**src/rtl/fifo_uart_pkg.sv**
```systemverilog
// ---------------------------------------------------------------------------
// fifo_uart_pkg
// Shared definitions for the 256x8 UART FIFO path (write and read controllers).
//   - Default byte width and settle-delay length for the read controller.
//   - One-hot state constants for the read-side drain FSM.
// ---------------------------------------------------------------------------
package fifo_uart_pkg;

    // Default FIFO/UART byte width.
    localparam int DATA_W_DEF  = 8;

    // Default settle-delay length before the first pop (legal range 1..15).
    localparam int DLY_CYC_DEF = 10;

    // Read-controller state vector type (one-hot, six states).
    typedef logic [5:0] rd_state_t;

    // One-hot state constants, kept as plain vectors so that older tools and
    // the write controller can share them without enum casting.
    localparam logic [5:0] ST_IDLE     = 6'b000001;
    localparam logic [5:0] ST_WAIT_DLY = 6'b000010;
    localparam logic [5:0] ST_RD_CHK   = 6'b000100;
    localparam logic [5:0] ST_RD_REQ   = 6'b001000;
    localparam logic [5:0] ST_RD_CAP   = 6'b010000;
    localparam logic [5:0] ST_TX_WAIT  = 6'b100000;

endpackage : fifo_uart_pkg

```
**src/rtl/sync_2ff.sv**
```systemverilog
// ---------------------------------------------------------------------------
// sync_2ff
// One-bit, two-flop synchronizer with asynchronous active-low reset.
// Both flops reset to 0. Shared by the FIFO read and write controllers.
// Ports:
//   clk_i    in   destination-domain clock
//   rst_n_i  in   asynchronous active-low reset
//   d_i      in   asynchronous input bit
//   q_o      out  synchronized bit (second flop)
// ---------------------------------------------------------------------------
module sync_2ff (
    input  logic clk_i,
    input  logic rst_n_i,
    input  logic d_i,
    output logic q_o
);

    logic meta_q;
    logic sync_q;

    // First flop may go metastable; the second gives it a full cycle to settle.
    always_ff @(posedge clk_i or negedge rst_n_i) begin
        if (!rst_n_i) begin
            meta_q <= 1'b0;
            sync_q <= 1'b0;
        end else begin
            meta_q <= d_i;
            sync_q <= meta_q;
        end
    end

    assign q_o = sync_q;

endmodule : sync_2ff

```
**src/rtl/fifo_rd_ctrl.sv**
```systemverilog
// ---------------------------------------------------------------------------
// fifo_rd_ctrl
// Read-side controller of the 256x8 UART FIFO path. After the FIFO reports
// almost-full it waits a settle delay, then drains the FIFO one byte at a
// time: pop, hand the byte to the UART with a start pulse, wait for the UART
// to go idle, repeat. When the FIFO is empty it pulses fifo_rd_ok and idles.
//
// Build option:
//   FIFO_RD_AF_SYNC_EN  defined   -> almost_full passes through sync_2ff
//                                    (asynchronous write/read clocks)
//                       undefined -> almost_full used directly (common clock)
//
// Ports:
//   sys_clk       in   system clock (FIFO read port and UART clock)
//   sys_rst_n     in   asynchronous active-low reset
//   almost_full   in   FIFO almost-full flag (write-clock domain)
//   empty         in   FIFO empty flag (read-clock domain)
//   fifo_rd_data  in   FIFO output data, valid the cycle after a pop
//   tx_busy       in   UART transmitter busy
//   fifo_rd_en    out  registered one-cycle FIFO read enable per byte
//   tx_data       out  registered byte for the UART, held until next capture
//   tx_start      out  one-cycle transmit start pulse
//   fifo_rd_ok    out  one-cycle pulse when the drain completes
// ---------------------------------------------------------------------------
module fifo_rd_ctrl
    import fifo_uart_pkg::*;
#(
    parameter int DATA_W  = DATA_W_DEF,
    parameter int DLY_CYC = DLY_CYC_DEF
) (
    input  logic              sys_clk,
    input  logic              sys_rst_n,
    input  logic              almost_full,
    input  logic              empty,
    input  logic [DATA_W-1:0] fifo_rd_data,
    input  logic              tx_busy,
    output logic              fifo_rd_en,
    output logic [DATA_W-1:0] tx_data,
    output logic              tx_start,
    output logic              fifo_rd_ok
);

    localparam logic [3:0] DLY_LIM = 4'(DLY_CYC);

    logic              af_s;

    rd_state_t         state_q,    state_d;
    logic [3:0]        dly_cnt_q,  dly_cnt_d;
    logic              first_q,    first_d;
    logic              rd_en_q,    rd_en_d;
    logic [DATA_W-1:0] tx_data_q,  tx_data_d;
    logic              tx_start_q, tx_start_d;
    logic              rd_ok_q,    rd_ok_d;

`ifdef FIFO_RD_AF_SYNC_EN
    // almost_full comes from the write clock domain; retime it before use.
    sync_2ff u_af_sync (
        .clk_i   (sys_clk),
        .rst_n_i (sys_rst_n),
        .d_i     (almost_full),
        .q_o     (af_s)
    );
`else
    assign af_s = almost_full;
`endif

    // Next-state logic. The three pulse outputs default to 0 so each is high
    // for exactly the one cycle following the state that sets it; this is
    // also what drops tx_start on the first TX_WAIT cycle.
    always_comb begin
        state_d    = state_q;
        dly_cnt_d  = dly_cnt_q;
        first_d    = first_q;
        rd_en_d    = 1'b0;
        tx_data_d  = tx_data_q;
        tx_start_d = 1'b0;
        rd_ok_d    = 1'b0;

        case (state_q)
            ST_IDLE: begin
                if (af_s) begin
                    state_d = ST_WAIT_DLY;
                end
            end

            // Counts 0..DLY_CYC inclusive, giving DLY_CYC+1 settle edges.
            ST_WAIT_DLY: begin
                if (dly_cnt_q == DLY_LIM) begin
                    dly_cnt_d = 4'd0;
                    state_d   = ST_RD_CHK;
                end else begin
                    dly_cnt_d = dly_cnt_q + 4'd1;
                end
            end

            // The only place empty is looked at, so a pop never hits an
            // empty FIFO. almost_full is deliberately not re-checked.
            ST_RD_CHK: begin
                if (empty) begin
                    rd_ok_d = 1'b1;
                    state_d = ST_IDLE;
                end else begin
                    rd_en_d = 1'b1;
                    state_d = ST_RD_REQ;
                end
            end

            // FIFO pops on this edge; data is valid during the next cycle.
            ST_RD_REQ: begin
                state_d = ST_RD_CAP;
            end

            ST_RD_CAP: begin
                tx_data_d  = fifo_rd_data;
                tx_start_d = 1'b1;
                first_d    = 1'b1;
                state_d    = ST_TX_WAIT;
            end

            // The UART may not have raised tx_busy yet on the first cycle,
            // so that cycle ignores it.
            ST_TX_WAIT: begin
                if (first_q) begin
                    first_d = 1'b0;
                end else if (!tx_busy) begin
                    state_d = ST_RD_CHK;
                end
            end

            default: begin
                state_d   = ST_IDLE;
                dly_cnt_d = 4'd0;
                first_d   = 1'b0;
            end
        endcase
    end

    // State and output registers; reset clears everything immediately,
    // including a drain or a pulse in progress.
    always_ff @(posedge sys_clk or negedge sys_rst_n) begin
        if (!sys_rst_n) begin
            state_q    <= ST_IDLE;
            dly_cnt_q  <= 4'd0;
            first_q    <= 1'b0;
            rd_en_q    <= 1'b0;
            tx_data_q  <= '0;
            tx_start_q <= 1'b0;
            rd_ok_q    <= 1'b0;
        end else begin
            state_q    <= state_d;
            dly_cnt_q  <= dly_cnt_d;
            first_q    <= first_d;
            rd_en_q    <= rd_en_d;
            tx_data_q  <= tx_data_d;
            tx_start_q <= tx_start_d;
            rd_ok_q    <= rd_ok_d;
        end
    end

    assign fifo_rd_en = rd_en_q;
    assign tx_data    = tx_data_q;
    assign tx_start   = tx_start_q;
    assign fifo_rd_ok = rd_ok_q;

endmodule : fifo_rd_ctrl
```
**config.mk**
```make
export PLATFORM = sky130hd
export DESIGN_NAME = fifo_rd_ctrl
export DESIGN_NICKNAME = d
export VERILOG_FILES = /design/src/rtl/fifo_uart_pkg.sv /design/src/rtl/sync_2ff.sv /design/src/rtl/fifo_rd_ctrl.sv
export SDC_FILE = /design/constraint.sdc
export NUM_CORES = 1
export LEC_CHECK = 0
export ABC_AREA = 1
export BUFFER_PORTS_ARGS = -buffer_cell sky130_fd_sc_hd__buf_4
export CORE_MARGIN = 2
export CORE_UTILIZATION = 55
export DETAILED_ROUTE_END_ITERATION = 7
export PLACE_DENSITY = 0.88
export SYNTH_ARGS = -nofsm -noshare
export SYNTH_HDL_FRONTEND = slang
export SYNTH_SLANG_ARGS = --single-unit
```
**constraint.sdc**
```tcl
create_clock -name sys_clk -period 1.7 [get_ports sys_clk]
set_input_delay 0.255 -clock sys_clk [delete_from_list [all_inputs] [get_ports sys_clk]]
set_output_delay 0.255 -clock sys_clk [all_outputs]
set_load 0.1 [all_outputs]
```
==> impl_metrics.tcl <==
set metrics [dict create \
    synth_top_area_share_pct 51.47 \
    first_pass_iters 4 \
    diodes 0 \
    drv_cap 0 \
    setup_viol 0 \
    whs_endpoint "state_q[3]$_DFFE_PN0P_" \
    p_leak_nw 0.6532 \
    avgSynthCellArea_um2 8.802 \
    placed_cells_incl_taps 163 \
    areaGrowthSynthToFinish_pct 23.41 \
    cp_max_fo 11 \
    yosys_warnings 0 \
    synthCells 116 \
    wl_um 1990 \
    worst-r2r-cell-count 6 \
    port_buffers 23 \
    path_class "reg2reg" \
    hp-class "in2reg" \
    min_period_ps 1369 \
    post_cts_buffers 0 \
    hold_viol_final 0 \
    grt_pass1_wl_um 3450 \
    dr.first_iter.drc_count 17 \
    regToRegStartpoint "state_q[0]$_DFFE_PN1P_" \
    grt.total_usage_pct 22.27 \
    via_per_inst 4.905 \
    synth_ff_type "dfrtp_1" \
    endpoint_kind "flip-flop" \
    via_count 824 \
    irDropWorstVdd_v 0.001126 \
    dieArea_um2 2217 \
    fin_cells 168 \
    netlist_top_cells_area "dfrtp_1 (51%), nand2_1 (16%), inv_1 (3.7%), dfstp_2 (2.6%), ha_1 (2.5%)" \
    timing.rr.end "tx_data[6]$_DFFE_PN0P_" \
    cts_hold_buf 1 \
    cts_buffers 3 \
    grt_pass1_vias 802 \
    arrival_ps 1580 \
    tightestPinTransition_ps 272.1 \
    yosysMostFrequentCell "nand2_1" \
    post_cts_resized 0 \
    synth_cell_types 23 \
    overflow 0 \
    drive_gt1_share_pct 32.17 \
    fin_skew_ps 2.209 \
    fp.coreArea_um2 1745 \
    worstPathRequired_ps 1910 \
    drc 0 \
    clk_pin_slew_ps 110 \
    place_congestion 0.8379 \
    yosys-top-cells-count "nand2_1 (43), dfrtp_1 (21), inv_1 (10), nand3_1 (5), nor2_1 (5)" \
    reg2reg_slack_ps 330 \
    clock.fmax_mhz 730.3 \
    fin_hold_ws_ps 112.4 \
    fin_crit_sh_pct 80.55 \
    cts_tree "yes" \
    synth_edf_count 0 \
    ctsRootBufferMaster "clkbuf_4" \
    num_rows 15 \
    cts_max_path_buffers 2 \
    min-delay-start "empty" \
    grt_start_max_net_pins 23 \
    dp_hpwl_um 1462 \
    die_x_um 47.09 \
    relSlewSlack_pct 81.86 \
    setup-tns-final_ps 0 \
    fill_cells 131 \
    synthArstFlopShare_pct 100.0 \
    synth_top_cell_by_area "dfrtp_1" \
    antenna_found_initial 0 \
    wl_per_cell_um 11.85 \
    powerDensity_nw_per_um2 1486 \
    clk_latency_ps 300 \
    whs_path_depth 2 \
    io_pins 24 \
    cts.sinks 22 \
    netlist_area_um2 1021 \
    htree_levels 1 \
    outcome "complete, no violations" \
    synth_seq_cells 22 \
    initial_core_util_pct 58.49 \
    fp.dieH_um 47.09 \
    syn_nets 131 \
    ant_nets 0 \
    cp-start-kind "flip-flop" \
    nets 159 \
    synth_seq_area_share_pct 54.04 \
    rsz0062_at_grt "false" \
    slew_viol_final 0 \
]
kinds of logic after synthesis:
kind of cell / share of synthesized area, %
buffers and inverters: 5.515
and+or+nand+nor: 34.80
adders and majority gates: 2.451
AOI/OAI and AO/OA: 3.186
DFF: 54.04
where the power goes:
group          leakage, nW  switching [mW]  internal, mW
Clock               0.0210           0.150         0.131
Sequential           0.260          0.0916         0.629
Combinational        0.372           0.638         0.233
Total                0.653           0.880         0.993
flip-flops by register name, indices dropped and copies added, names as in the netlist:
name,count
fifo_rd_en,1
first_q,1
fifo_rd_ok,1
tx_start,1
state_q,6
dly_cnt_q,4
tx_data,8
worst max path at each step:
stage | to | slack [ps] | from | cells after the start
after floorplan | dly_cnt_q[1]$_DFFE_PN0N_ | 540 | dly_cnt_q[0]$_DFFE_PN0N_ | 6
after global placement | state_q[2]$_DFFE_PN0P_ | 420 | dly_cnt_q[0]$_DFFE_PN0N_ | 6
after detailed placement | tx_data[3]$_DFFE_PN0P_ | 380 | state_q[0]$_DFFE_PN1P_ | 6
after CTS | tx_data[6]$_DFFE_PN0P_ | 340 | state_q[0]$_DFFE_PN1P_ | 6
after global routing | state_q[2]$_DFFE_PN0P_ | 210 | dly_cnt_q[0]$_DFFE_PN0N_ | 6
final | tx_data[6]$_DFFE_PN0P_ | 330 | state_q[0]$_DFFE_PN1P_ | 6
placed cells by master, fill, tap and decap left out, types with 2 or more instances in the layout:
| cell | instances |
|---|---|
| nand2_1 | 43 |
| buf_4 | 23 |
| dfrtp_1 | 21 |
| inv_1 | 10 |
| nor2_1 | 5 |
| nand3_1 | 5 |
| nor2_2 | 4 |
| nand2_2 | 4 |
| nand4_1 | 4 |
| clkbuf_4 | 3 |
| nor3_1 | 2 |
| inv_2 | 2 |
| or2_2 | 2 |
| o21ai_1 | 2 |
| ha_1 | 2 |
area by class of cell:
| class | instances | area [um2] | share of cell area, % |
|---|---|---|---|
| sequential | 22 | 551.8 | 43.79 |
| timing repair buffer | 24 | 182.7 | 14.50 |
| clock buffer | 4 | 36.28 | 2.880 |
| tap | 25 | 31.28 | 2.483 |
| multi-input combinational | 81 | 412.9 | 32.77 |
| inverter | 12 | 45.04 | 3.575 |
critical path: stages, from the launching register on:
cell     delay [ps]
dfstp_2         610
nor2_2           70
and2_4          150
nand2_2         170
inv_2           120
nand2_1          80
nand2_1          50
through the flow:
stage | utilization [%] | power (mW) | worst slack (ps) | cell area (um2)
2_1_floorplan | - | 1.385 | 541.5 | 1021
3_3_place_gp | 69.53 | 1.561 | 424.0 | 1214
3_5_place_dp | 69.53 | 1.586 | 375.2 | 1214
4_1_cts | 72.19 | 1.878 | 337.8 | 1260
5_1_grt | 72.19 | 1.988 | 207.3 | 1260
6_report | 72.19 | 1.872 | 330.7 | 1260
layer usage:
layer / part of all wire (%) / GRT usage (%)
met5: 0 / 0
met4: 2.1 / 7.778
met1: 47 / 31.08
met3: 3.9 / 3.077
met2: 47 / 35.89
No activity file was read; power rests on OpenSTA's default activity.
